**config.mk**
```make
export PLATFORM = sky130hd
export DESIGN_NAME = ped_request_latch
export DESIGN_NICKNAME = d
export VERILOG_FILES = /design/src/rtl/traffic_pkg.sv /design/src/rtl/ped_req_channel.sv /design/src/rtl/ped_request_latch.sv
export SDC_FILE = /design/constraint.sdc
export NUM_CORES = 1
export LEC_CHECK = 0
export ABC_AREA = 1
export ABC_CLOCK_PERIOD_IN_PS = 2250
export CAP_MARGIN = 20
export CORE_ASPECT_RATIO = 1.2
export CORE_UTILIZATION = 35
export DETAILED_ROUTE_END_ITERATION = 16
export PLACE_DENSITY = 0.46
export SKIP_LAST_GASP = 1
export SLEW_MARGIN = 25
export SYNTH_ARGS = -nofsm -noshare
export SYNTH_HDL_FRONTEND = slang
export SYNTH_SLANG_ARGS = --single-unit
```
**constraint.sdc**
```tcl
create_clock -name clk_50_mhz -period 2.25 [get_ports clk_50_mhz]
set_clock_uncertainty 0.05 [all_clocks]
set_input_delay 0.3375 -clock clk_50_mhz [delete_from_list [all_inputs] [get_ports clk_50_mhz]]
set_output_delay 0.3375 -clock clk_50_mhz [all_outputs]
set_load 0.01 [all_outputs]
```
**src/rtl/traffic_pkg.sv**
```systemverilog
// Shared definitions for the intersection front end: pedestrian FSM state
// encoding and the default timing constants.
package traffic_pkg;

  typedef enum logic [1:0] {
    IDLE    = 2'd0,
    PENDING = 2'd1,
    SERVING = 2'd2,
    HOLDOFF = 2'd3
  } ped_state_t;

  localparam int DEF_DEBOUNCE_CYCLES = 1000000;
  localparam int DEF_HOLDOFF_TICKS   = 5;
  localparam int DEF_MAX_WAIT_TICKS  = 30;

endpackage

```
**src/rtl/ped_req_channel.sv**
```systemverilog
// One pedestrian channel: button synchroniser and debounce, walk-light
// synchroniser, and the request/serve/hold-off state machine.
module ped_req_channel
  import traffic_pkg::*;
#(
  parameter int DEBOUNCE_CYCLES = DEF_DEBOUNCE_CYCLES,
  parameter int HOLDOFF_TICKS   = DEF_HOLDOFF_TICKS,
  parameter int MAX_WAIT_TICKS  = DEF_MAX_WAIT_TICKS
) (
  input  logic clk_50_mhz,
  input  logic reset_n,
  input  logic i_button_n,
  input  logic i_tick_1hz,
  input  logic i_walk_active,
  output logic o_xwalk_req,
  output logic o_xwalk_urgent
);

  localparam int DB_W = $clog2(DEBOUNCE_CYCLES) + 1;
  localparam int WT_W = $clog2(MAX_WAIT_TICKS) + 1;
  localparam int HO_W = $clog2(HOLDOFF_TICKS) + 1;
  localparam logic [DB_W-1:0] DB_LAST   = DB_W'(DEBOUNCE_CYCLES - 1);
  localparam logic [WT_W-1:0] WAIT_MAX  = WT_W'(MAX_WAIT_TICKS);
  localparam logic [HO_W-1:0] HOLD_LOAD = HO_W'(HOLDOFF_TICKS);

  logic            r_btn_s1, r_btn_s2;
  logic            r_db_lvl, r_db_lvl_d;
  logic [DB_W-1:0] r_db_cnt;
  logic            r_walk_s1, r_walk_s2;
  ped_state_t      r_state, w_state_nx;
  logic [WT_W-1:0] r_wait_cnt, w_wait_nx;
  logic [HO_W-1:0] r_hold_cnt, w_hold_nx;
  logic            w_press;

  // Button is inverted on entry so every internal level reads 1 = pressed.
  always_ff @(posedge clk_50_mhz or negedge reset_n) begin
    if (!reset_n) begin
      r_btn_s1   <= 1'b0;
      r_btn_s2   <= 1'b0;
      r_db_lvl   <= 1'b0;
      r_db_lvl_d <= 1'b0;
      r_db_cnt   <= '0;
      r_walk_s1  <= 1'b0;
      r_walk_s2  <= 1'b0;
    end else begin
      r_btn_s1   <= ~i_button_n;
      r_btn_s2   <= r_btn_s1;
      r_db_lvl_d <= r_db_lvl;
      r_walk_s1  <= i_walk_active;
      r_walk_s2  <= r_walk_s1;
      if (r_btn_s2 == r_db_lvl) begin
        r_db_cnt <= '0;
      end else if (r_db_cnt == DB_LAST) begin
        r_db_lvl <= r_btn_s2;
        r_db_cnt <= '0;
      end else begin
        r_db_cnt <= r_db_cnt + DB_W'(1);
      end
    end
  end

  assign w_press = r_db_lvl & ~r_db_lvl_d;

  always_ff @(posedge clk_50_mhz or negedge reset_n) begin
    if (!reset_n) begin
      r_state    <= IDLE;
      r_wait_cnt <= '0;
      r_hold_cnt <= '0;
    end else begin
      r_state    <= w_state_nx;
      r_wait_cnt <= w_wait_nx;
      r_hold_cnt <= w_hold_nx;
    end
  end

  // Presses outside IDLE are dropped, not queued.
  always_comb begin
    w_state_nx = r_state;
    w_wait_nx  = r_wait_cnt;
    w_hold_nx  = r_hold_cnt;
    case (r_state)
      IDLE: begin
        if (w_press) begin
          w_state_nx = PENDING;
          w_wait_nx  = '0;
        end
      end
      PENDING: begin
        if (r_walk_s2) begin
          w_state_nx = SERVING;
        end else if (i_tick_1hz && (r_wait_cnt != WAIT_MAX)) begin
          w_wait_nx = r_wait_cnt + WT_W'(1);
        end
      end
      SERVING: begin
        if (!r_walk_s2) begin
          w_state_nx = HOLDOFF;
          w_hold_nx  = HOLD_LOAD;
        end
      end
      HOLDOFF: begin
        if (i_tick_1hz) begin
          w_hold_nx = r_hold_cnt - HO_W'(1);
          if (r_hold_cnt == HO_W'(1)) w_state_nx = IDLE;
        end
      end
      default: w_state_nx = IDLE;
    endcase
  end

  assign o_xwalk_req    = (r_state == PENDING);
  assign o_xwalk_urgent = (r_state == PENDING) && (r_wait_cnt == WAIT_MAX);

endmodule

```
**src/rtl/ped_request_latch.sv**
```systemverilog
// Two-channel pedestrian request front end; north and west channels are
// fully independent instances with no arbitration between them.
module ped_request_latch
  import traffic_pkg::*;
#(
  parameter int DEBOUNCE_CYCLES = DEF_DEBOUNCE_CYCLES,
  parameter int HOLDOFF_TICKS   = DEF_HOLDOFF_TICKS,
  parameter int MAX_WAIT_TICKS  = DEF_MAX_WAIT_TICKS
) (
  input  logic clk_50_mhz,
  input  logic reset_n,
  input  logic nrth_pedo_button,
  input  logic west_pedo_button,
  input  logic tick_1hz,
  input  logic nrth_walk_active,
  input  logic west_walk_active,
  output logic nrth_xwalk_req,
  output logic west_xwalk_req,
  output logic nrth_xwalk_urgent,
  output logic west_xwalk_urgent
);

  ped_req_channel #(
    .DEBOUNCE_CYCLES(DEBOUNCE_CYCLES),
    .HOLDOFF_TICKS  (HOLDOFF_TICKS),
    .MAX_WAIT_TICKS (MAX_WAIT_TICKS)
  ) u_nrth (
    .clk_50_mhz    (clk_50_mhz),
    .reset_n       (reset_n),
    .i_button_n    (nrth_pedo_button),
    .i_tick_1hz    (tick_1hz),
    .i_walk_active (nrth_walk_active),
    .o_xwalk_req   (nrth_xwalk_req),
    .o_xwalk_urgent(nrth_xwalk_urgent)
  );

  ped_req_channel #(
    .DEBOUNCE_CYCLES(DEBOUNCE_CYCLES),
    .HOLDOFF_TICKS  (HOLDOFF_TICKS),
    .MAX_WAIT_TICKS (MAX_WAIT_TICKS)
  ) u_west (
    .clk_50_mhz    (clk_50_mhz),
    .reset_n       (reset_n),
    .i_button_n    (west_pedo_button),
    .i_tick_1hz    (tick_1hz),
    .i_walk_active (west_walk_active),
    .o_xwalk_req   (west_xwalk_req),
    .o_xwalk_urgent(west_xwalk_urgent)
  );

endmodule

```
Word-level counts from Yosys, hierarchy flattened. Index checks and enable logic that the tools add are counted.

Memories kept: 0. Input bits: 7. Bits in latches: 0. Register bits: 78. Bits in read-only memories: 0. Output and inout port bits: 4. Memory bits (writable): 0. Word-level logic and storage cells: 112.

Magnitude comparators: 0. Divide/modulo/power cells: 0. $mul: 0. Bitwise operators: 8. Shift-type cells: 0. Equal/unequal tests: 30. Reduce and logical (&&, ||, !) cells: 18. Add/sub/neg operators: 6. Muxes and demuxes: 30.

Operator list (number): 21-bit 2-to-1 mux (4); 21-bit by 1-bit adder with 21-bit output (second input constant) (2); 21-bit by 20-bit == test with 1-bit output (second input constant) (2); 6-bit 2-to-1 mux (6); 6-bit one-hot mux with 2 select lines (2); 2-bit 2-to-1 mux (10); 4-bit 2-to-1 mux (4); 2-bit by 1-bit != test with 1-bit output (second input constant) (8); 2-bit one-hot mux with 4 select lines (2); 4-bit one-hot mux with 2 select lines (2); 6-bit by 1-bit adder with 6-bit output (second input constant) (2); 6-bit by 5-bit == test with 1-bit output (second input constant) (2); 2-bit != test (second input constant) (6); 6-bit by 5-bit != test with 1-bit output (second input constant) (2); 5-bit AND reduction (2); 2-bit == test (second input constant) (4); 4-bit by 1-bit == test with 1-bit output (second input constant) (2); 4-bit AND reduction (2); 2-bit nonzero test (4); 4-bit by 1-bit subtractor with 4-bit output (second input constant) (2); 1-bit NOT (6); 3-bit AND reduction (2); 2-bit by 1-bit == test with 1-bit output (second input constant) (2); 1-bit logical AND (4); 4 further kinds (8).

Longest topological paths before layout.
Word-level depth: 5. Mapped depth: 10. Mapped depth without buffers: 10.

By module. Synthesis repeated with hierarchy kept, for this count alone.

Cells, all modules: 551. Area, all modules: 4329.2 sq um.

By module, submodules not included: ped_req_channel (u_west) (area an instance 2193.4 sq um, cells an instance 280, seq. area each 975.9 sq um, times used 1); ped_req_channel (u_nrth) (area an instance 2135.8 sq um, cells an instance 271, seq. area each 975.9 sq um, times used 1).

Worst setup path after synthesis. Ideal clock, no wire load.

Path type: register -> register. Start: register u_nrth.r_state[1]. End: register u_nrth.r_wait_cnt[4]. Required time: 2.072 ns. Arrival time: 1.468 ns. Buffers on the path: 1. Setup slack: 0.605 ns. Stages on the path, launching flop included: 11. Setup time: 0.128 ns. Period minus slack after synthesis: 1.645 ns. Path through: dfrtp_1 inv_1 ha_1 inv_1 nor2_1 nand2_1 nand2_1 nand3_1 buf_6 nand2_1 o21ai_0.

Cells in the longest elaborated chain, start to end: 3. Elaborated cells between the ends (all ways): 8. Classes of those cells: eq/ne (4); mux (1); reduce/logical (3).

Ends and longest elaborated chain: start: declaration (line ped_req_channel.sv:30) `ped_state_t r_state, w_state_nx;`; start signal: assignment (line ped_req_channel.sv:70) `r_state <= w_state_nx;`; 2-bit by 1-bit == test with 1-bit output *; named net nrth_xwalk_req (line ped_request_latch.sv:17) `output logic nrth_xwalk_req,`; 2-bit != test (no line) (tied with other cells); 4-bit AND reduction (no line); end signal: assignment (line ped_req_channel.sv:71) `r_wait_cnt <= w_wait_nx;`; end: declaration (line ped_req_channel.sv:31) `logic [WT_W-1:0] r_wait_cnt, w_wait_nx;`.

The timed path passes the listed nets; every way through them passes the cells marked *. A chain may end at the register's enable or synchronous reset.

Final worst setup path.
Start: register u_nrth.r_state[1]. End: output nrth_xwalk_req.

Cells in the longest elaborated chain, start to end: 1.

Ends and longest elaborated chain: 2-bit by 1-bit == test with 1-bit output (line ped_req_channel.sv:111) `assign o_xwalk_req = (r_state == PENDING);`; end: declaration (line ped_request_latch.sv:17).

Every way passes these cells.

==> implementation parameters <==
Parameter                              Value

Drt
  Antenna Nets Post-Route    0
  Violation count after the first detailed-route iteration    136
  Detail-routed net length per standard cell    11.9 µm
  DR DRC count    0
  Wire length after detailed routing    9.20 mm
  Vias after detailed routing    3,541
  Number of optimization iterations in the first detailed-route pass    4
  Routed vias/inst    4.57

Clock tree
  CTS tree    built
  Later-pin clock latency in the skew report    330 ps
  H-tree Lvls    3
  Clock tree root buffer cell    sky130_fd_sc_hd__clkbuf_16
  Number of clock buffers inserted by TritonCTS    9
  Clock transition at the registers of the reported paths    60 ps
  Buffers inserted by post-CTS timing repair    0
  Max Root-Sink Buffers    2
  Sink Count    78

Synthesis
  Number of warning messages in the yosys log    0
  Post-Synthesis Mean Instance Area    7.51 µm²
  Post-synthesis sequential area ratio    0.443
  Predominant post-synthesis flop cell    sky130_fd_sc_hd__dfrtp_1
  Asr flop ratio synth    1.00
  Netlist Area Pre-Place    4410 µm²
  Synthesized Nets    614
  Number of enable-type register cells in the synthesized netlist    0
  FF+latch count, synth    78
  Library cells used by synthesis    31
  Post-synthesis instance total    587

Timing
  Final clock period utilization by the worst path    0.942
  Maximum clock frequency    472 MHz
  Post-layout min period    2120 ps
  Final-report max-slew violation count    0
  Total Negative Setup Slacks    0 ps
  Final setup vio count    0
  Unrepaired setup endpoints after global routing    false
  Hold Fails Final Rpt    0
  Transition at the pin with the smallest max-transition slack    508 ps
  Headroom to the max-slew limit    0.660

Floorplanning
  Total I/O pin count    11
  Initial core utilization    0.362
  Horizontal extent of the die    104 µm
  Standard-cell row count    44
  Placeable core region    12,200 µm²
  Die boundary height    125 µm
  Area of the die    13,100 µm²

Job
  Maxcap violations    0

Place
  Routability congestion estimate    0.875
  Total half-perimeter wirelength after legalization and detailed placement    6.85 mm
  Placed Cells incl. Taps    757
  Port bufs    10

Critical path
  Maximum net fanout on the critical path    6
  Data arrival time of the critical path    1730 ps
  Required time of the worst setup path    1860 ps
  Worst setup SP type    flop
  Critical path endpoint category    primary output
  Critical path class    flop to primary output

Power
  Largest vdd supply drop    0.328 mV
  Total power divided by cell area    570 nW/µm²
  Leak Pwr    2.16 nW

GRT
  Number of antenna violations at the first check in global routing    0
  Number of global-route vias before repair    3,580
  Grt total ovfl    0
  First-pass GRT wire length    16.5 mm
  Overall fraction of global-route tracks in use    0.155
  Largest net degree at the start of global routing    50

Hold path
  Tightest Hold Check Type    flop to flop

Layout
  Area Overhead vs Synth    13.8%
  Fraction of final layout cells with drive strength greater than 1    0.0685
  Final std cells w/o fill    774
  Final #Nets    635
  Antenna diode instance count    0

Run status
  Result of the run    finished clean
## cells by family after synthesis
| family | share of synthesized area |
|---|---|
| xor+xnor | 0.0397 |
| fa+ha+maj | 0.0568 |
| simple gates | 0.324 |
| buf+inv | 0.0735 |
| flops | 0.443 |
| compound gates | 0.0630 |
## cell usage in the layout, fill, tap and decap left out, types with 2 or more instances in the layout
master	count
sky130_fd_sc_hd__nand3b_1	6
sky130_fd_sc_hd__dfrtp_1	78
sky130_fd_sc_hd__clkbuf_1	3
sky130_fd_sc_hd__nand2_2	4
sky130_fd_sc_hd__nand3_2	2
sky130_fd_sc_hd__dlymetal6s2s_1	2
sky130_fd_sc_hd__or2_2	2
sky130_fd_sc_hd__ha_1	18
sky130_fd_sc_hd__clkinvlp_4	2
sky130_fd_sc_hd__nand3_1	39
sky130_fd_sc_hd__nor2_2	5
sky130_fd_sc_hd__xor2_1	19
sky130_fd_sc_hd__o21ai_0	22
sky130_fd_sc_hd__buf_4	3
sky130_fd_sc_hd__nor2_4	2
sky130_fd_sc_hd__nand2_1	137
sky130_fd_sc_hd__inv_1	78
sky130_fd_sc_hd__nor3_1	13
sky130_fd_sc_hd__clkdlybuf4s50_1	7
sky130_fd_sc_hd__nor2_1	119
sky130_fd_sc_hd__nand4_1	5
sky130_fd_sc_hd__a21oi_1	10
sky130_fd_sc_hd__inv_2	2
sky130_fd_sc_hd__clkbuf_16	9
sky130_fd_sc_hd__o21ai_2	5
sky130_fd_sc_hd__nor3b_1	2
sky130_fd_sc_hd__o21ai_1	4
sky130_fd_sc_hd__a211oi_1	2
sky130_fd_sc_hd__o22ai_1	2
## critical path, stage by stage, from the launching register on
cell                              delay, ps
sky130_fd_sc_hd__dfrtp_1                410
sky130_fd_sc_hd__inv_1                  110
sky130_fd_sc_hd__ha_2                   200
sky130_fd_sc_hd__buf_4                  150
sky130_fd_sc_hd__clkdlybuf4s50_1        530
## stage by stage
step / util / hold WS [ps] / cell area [µm²] / worst slack (ps) / power [mW]
after floorplan: - / -8.09 / 4410 / 605 / 1.48
after global placement: 0.388 / 253 / 4720 / 324 / 1.54
after detailed placement: 0.388 / 258 / 4720 / 268 / 1.54
after CTS: 0.412 / 317 / 5010 / 30.2 / 2.92
after global routing: 0.413 / 318 / 5020 / 48.4 / 2.98
final: 0.413 / 313 / 5020 / 130 / 2.86
## flip-flops by register name (all words and copies together), names as in the netlist
name               cells
u_nrth.r_btn_s1        1
u_nrth.r_btn_s2        1
u_nrth.r_db_cnt       21
u_nrth.r_db_lvl        1
u_nrth.r_db_lvl_d      1
u_nrth.r_hold_cnt      4
u_nrth.r_state         2
u_nrth.r_wait_cnt      6
u_nrth.r_walk_s1       1
u_nrth.r_walk_s2       1
u_west.r_btn_s1        1
u_west.r_btn_s2        1
u_west.r_db_cnt       21
u_west.r_db_lvl        1
u_west.r_db_lvl_d      1
u_west.r_hold_cnt      4
u_west.r_state         2
u_west.r_wait_cnt      6
u_west.r_walk_s1       1
u_west.r_walk_s2       1
## final timing paths
kind                       cells after the start  slack (ps)                          endpoint                          start
hold / removal                                 0         310        u_nrth.r_walk_s2$_DFF_PN0_     u_nrth.r_walk_s1$_DFF_PN0_
max in group asynchronous                      3        1130      u_west.r_db_cnt[2]$_DFF_PN0_                        reset_n
setup reg to reg                               9         420  u_nrth.r_wait_cnt[5]$_DFFE_PN0P_  u_nrth.r_state[1]$_DFFE_PN0P_
hold reg to reg                                0         310        u_nrth.r_walk_s2$_DFF_PN0_     u_nrth.r_walk_s1$_DFF_PN0_
min in group asynchronous                      2         430  u_nrth.r_wait_cnt[0]$_DFFE_PN0P_                        reset_n
setup / recovery                               4         130                    nrth_xwalk_req  u_nrth.r_state[1]$_DFFE_PN0P_
## synth_stat cells (5+ instances only)
master | count | area (µm²)
sky130_fd_sc_hd__nand2_1 | 137 | 514
sky130_fd_sc_hd__nor2_1 | 119 | 447
sky130_fd_sc_hd__inv_1 | 79 | 297
sky130_fd_sc_hd__dfrtp_1 | 78 | 1950
sky130_fd_sc_hd__nand3_1 | 39 | 195
sky130_fd_sc_hd__o21ai_0 | 22 | 110
sky130_fd_sc_hd__ha_1 | 20 | 250
sky130_fd_sc_hd__xor2_1 | 19 | 166
sky130_fd_sc_hd__nor3_1 | 13 | 65.1
sky130_fd_sc_hd__a21oi_1 | 10 | 50.1
sky130_fd_sc_hd__nand3b_1 | 6 | 45.0
sky130_fd_sc_hd__nand4_1 | 5 | 31.3
sky130_fd_sc_hd__nor2_2 | 5 | 31.3
sky130_fd_sc_hd__o21ai_2 | 5 | 43.8
## final cells by class
class                           instances  area [µm²]
Multi-Input combinational cell        425        2150
Inverter                               80         300
Clock inverter                          3        20.0
Clock buffer                           13         250
Sequential cell                        78        1950
Fill cell                            1309        7150
Tap cell                              161         201
Timing Repair Buffer                   14         148
## where the power goes
group	switching, mW	total, mW	internal [mW]
registers	0.0113	1.43	1.42
logic	0.0552	0.0810	0.0258
clock network	0.573	1.35	0.777
total	0.639	2.86	2.22
## routing by layer
layer  routed length, µm  track usage  up-vias  part of all wire
met5                   0            0        -                 0
met4                 143       0.0605        0             0.016
met3                 173       0.0245       12             0.019
met2                4330        0.262       24              0.47
met1                4550        0.199     1625              0.49
li1                    -            -     1880                 -
## what timing repair did
| action | in CTS | in global routing |
|---|---|---|
| hold buffers | 1 | 0 |
| endpoints found under the setup margin | 1 | 2 |
| endpoints found under the hold margin | 29 | 0 |
| resized for setup | 2 | 4 |
| cloned | 0 | 0 |
No activity file was read; power rests on OpenSTA's default activity.
